### src/rtl/vga_pkg.sv
// rtl/vga_pkg.sv - shared VGA screen constants, coordinate widths and blitter state encoding
package vga_pkg;

  localparam int VGA_SCREEN_W = 160;
  localparam int VGA_SCREEN_H = 120;
  localparam int VGA_COLOUR_W = 9;
  localparam int X_W          = 8;
  localparam int Y_W          = 7;

  typedef enum logic [1:0] {
    ST_IDLE  = 2'd0,
    ST_FETCH = 2'd1,
    ST_DRAIN = 2'd2,
    ST_DONE  = 2'd3
  } blit_state_t;

endpackage

### src/rtl/blit_delay_line.sv
// rtl/blit_delay_line.sv - fixed-depth shift register carrying valid and coordinates alongside the ROM
//
// Ports:
//   clk, resetn   clock and synchronous active-low reset (clears every stage)
//   din           word entering stage 0 this cycle
//   dout          word that entered DEPTH cycles ago
module blit_delay_line #(
  parameter int DEPTH = 1,
  parameter int WIDTH = 18
) (
  input  logic             clk,
  input  logic             resetn,
  input  logic [WIDTH-1:0] din,
  output logic [WIDTH-1:0] dout
);

  logic [WIDTH-1:0] stages [DEPTH];

  always_ff @(posedge clk) begin
    if (!resetn) begin
      for (int i = 0; i < DEPTH; i++) stages[i] <= '0;
    end else begin
      stages[0] <= din;
      for (int i = 1; i < DEPTH; i++) stages[i] <= stages[i-1];
    end
  end

  assign dout = stages[DEPTH-1];

endmodule

### src/rtl/sprite_blitter.sv
// rtl/sprite_blitter.sv - streams a W x H image from a synchronous ROM to VGA pixel writes
//
// Ports:
//   clk, resetn        clock and synchronous active-low reset
//   start              blit request, honoured only while idle
//   pos_x, pos_y       top-left screen position, latched on accepted start
//   flip_x             horizontal mirror, latched on accepted start
//   rom_addr/rom_data  row-major image ROM interface (data ROM_LAT cycles after address)
//   x, y, colour, plot pixel stream to the VGA adapter
//   busy, done         handshake back to the game FSM
module sprite_blitter
  import vga_pkg::*;
#(
  parameter int IMG_W      = 80,
  parameter int IMG_H      = 40,
  parameter int COLOUR_W   = VGA_COLOUR_W,
  parameter int ROM_LAT    = 1,
  parameter int SCREEN_W   = VGA_SCREEN_W,
  parameter int SCREEN_H   = VGA_SCREEN_H,
  parameter int TRANSP_EN  = 1,
  parameter int TRANSP_KEY = 0,
  localparam int AW = (IMG_W * IMG_H > 1) ? $clog2(IMG_W * IMG_H) : 1
) (
  input  logic                clk,
  input  logic                resetn,
  input  logic                start,
  input  logic [X_W-1:0]      pos_x,
  input  logic [Y_W-1:0]      pos_y,
  input  logic                flip_x,
  output logic [AW-1:0]       rom_addr,
  input  logic [COLOUR_W-1:0] rom_data,
  output logic [X_W-1:0]      x,
  output logic [Y_W-1:0]      y,
  output logic [COLOUR_W-1:0] colour,
  output logic                plot,
  output logic                busy,
  output logic                done
);

  localparam int CW  = (IMG_W > 1) ? $clog2(IMG_W) : 1;
  localparam int RW  = (IMG_H > 1) ? $clog2(IMG_H) : 1;
  localparam int DW  = (ROM_LAT > 1) ? $clog2(ROM_LAT) : 1;
  localparam int DLW = 1 + X_W + 1 + Y_W + 1;

  blit_state_t    state;
  logic [CW-1:0]  col;
  logic [RW-1:0]  row;
  logic [AW-1:0]  row_base;
  logic [X_W-1:0] lat_pos_x;
  logic [Y_W-1:0] lat_pos_y;
  logic           lat_flip;
  logic [DW-1:0]  drain_cnt;

  logic           last_col;
  logic           last_pix;
  logic [X_W:0]   x_full_in;
  logic [Y_W:0]   y_full_in;
  logic [DLW-1:0] dl_in;
  logic [DLW-1:0] dl_out;
  logic           pix_valid;
  logic [X_W:0]   pix_x_full;
  logic [Y_W:0]   pix_y_full;
  logic           is_key;

  assign last_col  = (col == CW'(IMG_W - 1));
  assign last_pix  = last_col && (row == RW'(IMG_H - 1));
  // Screen x never mirrors; only the ROM column does.
  assign x_full_in = (X_W+1)'(lat_pos_x) + (X_W+1)'(col);
  assign y_full_in = (Y_W+1)'(lat_pos_y) + (Y_W+1)'(row);
  assign dl_in     = {state == ST_FETCH, x_full_in, y_full_in};

  always_ff @(posedge clk) begin
    if (!resetn) begin
      state     <= ST_IDLE;
      col       <= '0;
      row       <= '0;
      row_base  <= '0;
      lat_pos_x <= '0;
      lat_pos_y <= '0;
      lat_flip  <= 1'b0;
      drain_cnt <= '0;
      rom_addr  <= '0;
      busy      <= 1'b0;
      done      <= 1'b0;
    end else begin
      case (state)
        ST_IDLE: begin
          if (start) begin
            state     <= ST_FETCH;
            busy      <= 1'b1;
            lat_pos_x <= pos_x;
            lat_pos_y <= pos_y;
            lat_flip  <= flip_x;
            col       <= '0;
            row       <= '0;
            row_base  <= '0;
            rom_addr  <= flip_x ? AW'(IMG_W - 1) : '0;
          end
        end
        ST_FETCH: begin
          if (last_pix) begin
            state     <= ST_DRAIN;
            drain_cnt <= '0;
          end else if (last_col) begin
            col      <= '0;
            row      <= row + RW'(1);
            row_base <= row_base + AW'(IMG_W);
            // Next row starts at its left edge, or its right edge when mirrored.
            rom_addr <= row_base + AW'(IMG_W) + (lat_flip ? AW'(IMG_W - 1) : '0);
          end else begin
            col      <= col + CW'(1);
            rom_addr <= lat_flip ? rom_addr - AW'(1) : rom_addr + AW'(1);
          end
        end
        ST_DRAIN: begin
          // Last address was issued; wait ROM_LAT cycles for its pixel to emerge.
          if (drain_cnt == DW'(ROM_LAT - 1)) begin
            state <= ST_DONE;
            done  <= 1'b1;
          end else begin
            drain_cnt <= drain_cnt + DW'(1);
          end
        end
        ST_DONE: begin
          state <= ST_IDLE;
          done  <= 1'b0;
          busy  <= 1'b0;
        end
        default: state <= ST_IDLE;
      endcase
    end
  end

  blit_delay_line #(
    .DEPTH (ROM_LAT),
    .WIDTH (DLW)
  ) u_delay (
    .clk    (clk),
    .resetn (resetn),
    .din    (dl_in),
    .dout   (dl_out)
  );

  assign pix_valid  = dl_out[DLW-1];
  assign pix_x_full = dl_out[DLW-2 -: X_W+1];
  assign pix_y_full = dl_out[Y_W:0];

  assign is_key = (TRANSP_EN != 0) && (rom_data == COLOUR_W'(TRANSP_KEY));
  // Unwrapped sums are compared so sprites hanging off the right/bottom edge clip instead of wrapping.
  assign plot   = pix_valid && !is_key
                  && (pix_x_full < (X_W+1)'(SCREEN_W))
                  && (pix_y_full < (Y_W+1)'(SCREEN_H));
  assign x      = pix_x_full[X_W-1:0];
  assign y      = pix_y_full[Y_W-1:0];
  assign colour = pix_valid ? rom_data : '0;

endmodule

### config.mk
export PLATFORM = sky130hd
export DESIGN_NAME = sprite_blitter
export DESIGN_NICKNAME = d
export VERILOG_FILES = /design/src/rtl/vga_pkg.sv /design/src/rtl/blit_delay_line.sv /design/src/rtl/sprite_blitter.sv
export SDC_FILE = /design/constraint.sdc
export NUM_CORES = 1
export LEC_CHECK = 0
export BUFFER_PORTS_ARGS = -buffer_cell sky130_fd_sc_hd__buf_2
export CAP_MARGIN = 20
export CORE_ASPECT_RATIO = 0.9
export CORE_MARGIN = 2
export CORE_UTILIZATION = 55
export DETAILED_ROUTE_END_ITERATION = 8
export PLACE_DENSITY = 0.76
export SYNTH_ARGS = -nofsm -noshare
export SYNTH_HDL_FRONTEND = slang
export SYNTH_SLANG_ARGS = --single-unit
### constraint.sdc
create_clock -name clk -period 2.8 [get_ports clk]
set_input_delay 0.14 -clock clk [delete_from_list [all_inputs] [get_ports clk]]
set_output_delay 0.14 -clock clk [all_outputs]
set_load 0.02 [all_outputs]
== After elaboration in Yosys (flattened, before gate mapping) ==
Memories as Yosys holds them, arrays and structs flattened.
Cells that the tools add are included.
Operators by class
  reductions and logical operators: 19
  mux-type cells: 35
  magnitude comparators: 2
  equality and inequality tests: 10
  $add $sub $neg: 9
Operators by type and width (count)
  $mux W12: 7
  $pmux W12 S2: 2
  $mux W7: 5
  $mux W18: 1
  $mux W6: 3
  $reduce_or A18 Y1: 1
  $pmux W7 S2: 1
  $add A12 B1 Y12 const B: 1
  $add A12 B7 Y12: 1
  $add A12 B7 Y12 const B: 1
  $pmux W6 S2: 1
  $sub A12 B1 Y12 const B: 1
  $ne A2 B2 Y1 const B: 5
  $add A8 B7 Y9: 1
  $logic_not A9 Y1: 1
  $lt A9 B8 Y1 const B: 1
  $mux W9: 1
  $add A7 B6 Y8: 1
  $lt A8 B7 Y1 const B: 1
  $pmux W2 S4: 1
  $reduce_and A2 Y1: 4
  $reduce_bool A2 Y1: 4
  $add A7 B1 Y7 const B: 1
  $eq A7 B7 Y1 const B: 1
  13 further kinds: 28
Word-level totals
  word-level logic and storage cells: 87
  output and inout port bits: 39
  memories kept: 1
  input bits: 28
  bits in registers: 58
  bits in writable memories: 18
Memories
  u_delay.stages: words 1, width 18, read ports 1, clocked after memory_dff 0, write ports 1, line blit_delay_line.sv:17  | logic [WIDTH-1:0] stages [DEPTH];

== Logic depth before layout (Yosys ltp) ==
  depth after elaboration: 5
  gate-level depth with buffers: 11
  depth with buffers taken out: 10

== By module ==
From an unflattened synthesis, not the netlist that was laid out.
Unflattened totals
  cells, all modules: 498
  area total of the unflattened synthesis: 4235.3 um^2
By module, submodules not included
  sprite_blitter: seq. area each 1061.0 um^2, area an instance 3733.6 um^2, times used 1, cells an instance 461
  blit_delay_line: seq. area each 360.3 um^2, area an instance 501.7 um^2, times used 1, cells an instance 37

== Worst setup path after synthesis ==
No wires, ideal clock.
  kind: register to register
  start: reg lat_flip
  end: reg rom_addr[6]
  buffers on the path: 0
  period minus slack after synthesis: 2.103 ns
  library setup time: 0.070 ns
  data arrival time: 2.033 ns
  data required time: 2.730 ns
  stages on the path, launching flop included: 10
  path slack: 0.697 ns
  cell sequence: dfxtp_1 > inv_1 > fa_1 > nor2b_1 > o21ai_1 > a21oi_1 > o21a_1 > nor3_1 > o311ai_0 > o2bb2ai_1
Between the ends
  word-level cells in the longest chain between the ends: 5
  elaborated cells on any way between the ends: 6
  classes of those cells: add/sub: 1; mux: 5
Ends and longest elaborated chain
  start, declared: line sprite_blitter.sv:51  | logic lat_flip;
  start signal, assigned: line sprite_blitter.sv:93  | lat_flip <= flip_x;
  $mux W7: line sprite_blitter.sv:109  | rom_addr <= row_base + AW'(IMG_W) + (lat_flip ? AW'(IMG_W - 1) : '0);
  $add A12 B7 Y12: line sprite_blitter.sv:109
  $mux W12 *: line sprite_blitter.sv:104  | end else if (last_col) begin
  $mux W12 *: line sprite_blitter.sv:101  | if (last_pix) begin
  $pmux W12 S2 *: line sprite_blitter.sv:86  | case (state)
  end signal, assigned: line sprite_blitter.sv:97  | rom_addr <= flip_x ? AW'(IMG_W - 1) : '0;
  end signal, assigned: line sprite_blitter.sv:109
  end signal, assigned: line sprite_blitter.sv:112  | rom_addr <= lat_flip ? rom_addr - AW'(1) : rom_addr + AW'(1);
  end, declared: line sprite_blitter.sv:30  | output logic [AW-1:0] rom_addr,
Mark *: on every way between the ends. The rest lies on a longest branch, timed or not. The select of a mux whose other input is x is not followed.
A chain may end at the register's enable or synchronous reset.

== Final worst setup path ==
Same ends and word-level chain as after synthesis.

==> impl_metrics.ini <==
[critical_path]
worstPathRequired_ns = 3.07
cp_max_fo = 14
crit_arrival_ns = 2.75
endpoint_kind = flip-flop
reg2reg_depth = 9
path_class = reg2reg
start_kind = flip-flop

[power_and_ir_drop]
switching_share_pct = 41.3
vdd_drop_max_mv = 0.513
p_clk_share_pct = 21.7
power.density_nw_per_um2 = 794
combPwrFrac_pct = 42.4
p_int_uw = 2170
p_leak_uw = 0.00207
power.switching_uw = 1530
seqPwrFrac_pct = 35.9

[floorplan]
pin_count = 67
die_y_microns = 86.6
core_area_sq_um = 7430
fp.dieW_microns = 95.7
dieArea_sq_um = 8290
rows = 30
start_util_pct = 56.0

[placed_design]
gp_congestion = 0.873
portBuffers = 66
dp_hpwl_mm = 6.66

[clock_tree]
clk_pin_slew_ns = 0.08
clock-sinks = 71
cts_htree_levels = 3
cts_setup_buffers = 0
hold_buffers = 0
ctsRootBufferMaster = clkbuf_8
cts_resized = 0
clockBufferDepth = 2
cts_tree = yes
clock_latency_ns = 0.35
cts_buffers = 9

[yosys]
yosys_warnings = 0
synth_cell_types = 54
synth-seq-cells = 71
ys_seq_area_share_pct = 34.1
synth_top_area_share_pct = 34.1
netlist_instances = 511
ys_async_sr_fraction_pct = 0
synth-main-ff-cell = dfxtp_1
avgSynthCellArea_sq_um = 8.15
synth_edf_count = 0
synth_area_sq_um = 4170
synth_area_leaders = dfxtp_1 (34%), ha_1 (10%), a21oi_1 (6.5%)
synth_top_area_cell = dfxtp_1

[routing]
drt_iter0_markers = 192
drtPass1Iterations = 6
drcViolationCount = 0
wirelength_mm = 8.91
wl_per_cell_microns = 13.4
num_vias = 3578
antenna_left = 0
vias_per_cell = 5.40

[cells_and_area]
drive_gt1_share_pct = 17.1
final_net_count = 627
num_antenna_cells = 0
area_growth_pct = 12.1

[run_status]
status = completed

[timing]
fin_crit_sh_pct = 88.4
slew_viol_final = 0
fmax_ghz = 0.404
hold_violations = 0
worst_pin_slew_ns = 0.661
setup_viol_count_final = 0
rsz0062_at_grt = false
fin_skew_ns = 0.00928
hold_slack_ns = 0.0223
min_period_ns = 2.48
setup_tns_ns = 0
slew_headroom_pct = 55.9

[grt]
global_route.overflow_total = 0
antenna_found_initial = 0
grt_pass1_vias = 3212
grt_pass1_wl_mm = 14.4
grt_use_total_pct = 21.9
grt_max_degree = 44

[run]
cap_violations = 0

[worst_hold_path]
whs_path_depth = 3
hp-class = in2reg
area by class of cell:
class	count	area, sq um
Clock buffer	9	124
Clock inverter	7	71.3
Tap cell	96	120
Fill cell	662	2760
Multi-Input combinational cell	391	2490
Inverter	17	63.8
Sequential cell	71	1420
Timing Repair Buffer	72	375
state kept, by name, indices dropped and copies added (netlist names):
register / count
u_delay.stages: 18
row_base: 8
state: 2
lat_pos_x: 8
done: 1
lat_flip: 1
busy: 1
col: 7
row: 6
lat_pos_y: 7
rom_addr: 12
placed cells by master (no fill, tap or decap), types with 3 or more instances in the layout:
cell	netlist	routed
clkbuf_8	0	9
buf_2	7	66
xor2_1	17	17
nor2b_1	10	10
nand2_1	70	70
a21oi_1	54	54
a21o_1	7	7
fa_1	3	3
o21a_1	7	7
clkinvlp_4	0	3
nor2_1	52	52
o21ai_0	20	20
ha_1	34	34
and2_1	15	15
nand4_1	6	6
o211a_1	5	5
dfxtp_1	71	71
xnor2_1	17	17
nand2b_1	5	5
buf_4	15	6
inv_1	16	16
nand3_1	11	11
nor3_1	13	13
and3_1	6	6
kinds of logic (layout without fill, tap and decap cells):
logic type / after synthesis / after routing / synth area share [%]
buffers and inverters: 50 / 105 / 6.07
multiplexers: 1 / 1 / 0.240
adder cells (fa/ha/maj): 37 / 37 / 11.7
AO/OA/AOI/OAI: 116 / 116 / 17.4
XOR/XNOR: 35 / 35 / 7.54
AND/OR/NAND/NOR: 200 / 200 / 22.9
other: 1 / 2 / 0.0900
flip-flops: 71 / 71 / 34.1
routing by layer:
metal	GRT usage [%]	share of wire (%)	up-vias
li1	-	-	1829
met1	28.6	45	1642
met2	36.9	47	97
met3	5.48	6.2	10
met4	4.68	1.0	0
met5	0	0	-
through the flow:
step                      instances  instance area, sq um  worst slack (ns)  total power (uW)  util, %
after floorplan                 512                  4170             0.697              2530        -
after global placement          647                  4480             0.430              2860     60.2
after detailed placement        647                  4480             0.379              2910     60.2
after CTS                       663                  4670             0.335              3730     62.8
after global routing            663                  4670             0.103              3980     62.8
final                           663                  4670             0.324              3710     62.8
power by group through the flow:
stage,combinational (uW),sequential [uW],clock (uW)
final,1570,1330,804
after global routing,1770,1360,859
after CTS,1570,1330,820
after detailed placement,1560,1350,0
after global placement,1520,1350,0
after floorplan,1140,1380,0
synthesized netlist by cell type, types with 3 or more instances:
library cell and number:
xnor2_1 17, clkbuf_1 10, nor2_1 52, nand4_1 6
inv_1 16, nor3_1 13, a21o_1 7, buf_2 7
fa_1 3, a21oi_1 54, nand2_1 70, and2_1 15
xor2_1 17, o21a_1 7, o21ai_0 20, nor2b_1 10
nand2b_1 5, o211a_1 5, buf_4 15, nand3_1 11
dfxtp_1 71, and3_1 6, ha_1 34
worst paths after layout:
check / from / end / slack (ns)
max: lat_flip / rom_addr[6] / 0.32
min: pos_y[3] / lat_pos_y[3] / 0.02
max reg2reg: lat_flip / rom_addr[6] / 0.32
min reg2reg: lat_pos_y[4] / lat_pos_y[4] / 0.47
critical path, cell delays in order (launching register included):
cell,delay (ns)
dfxtp_1,0.65
inv_1,0.16
fa_1,0.41
nor2b_1,0.15
o21ai_1,0.09
a21oi_1,0.28
o21a_1,0.18
nor3_1,0.05
o311ai_0,0.27
o2bb2ai_1,0.16
(Power assumes the default switching activity.)
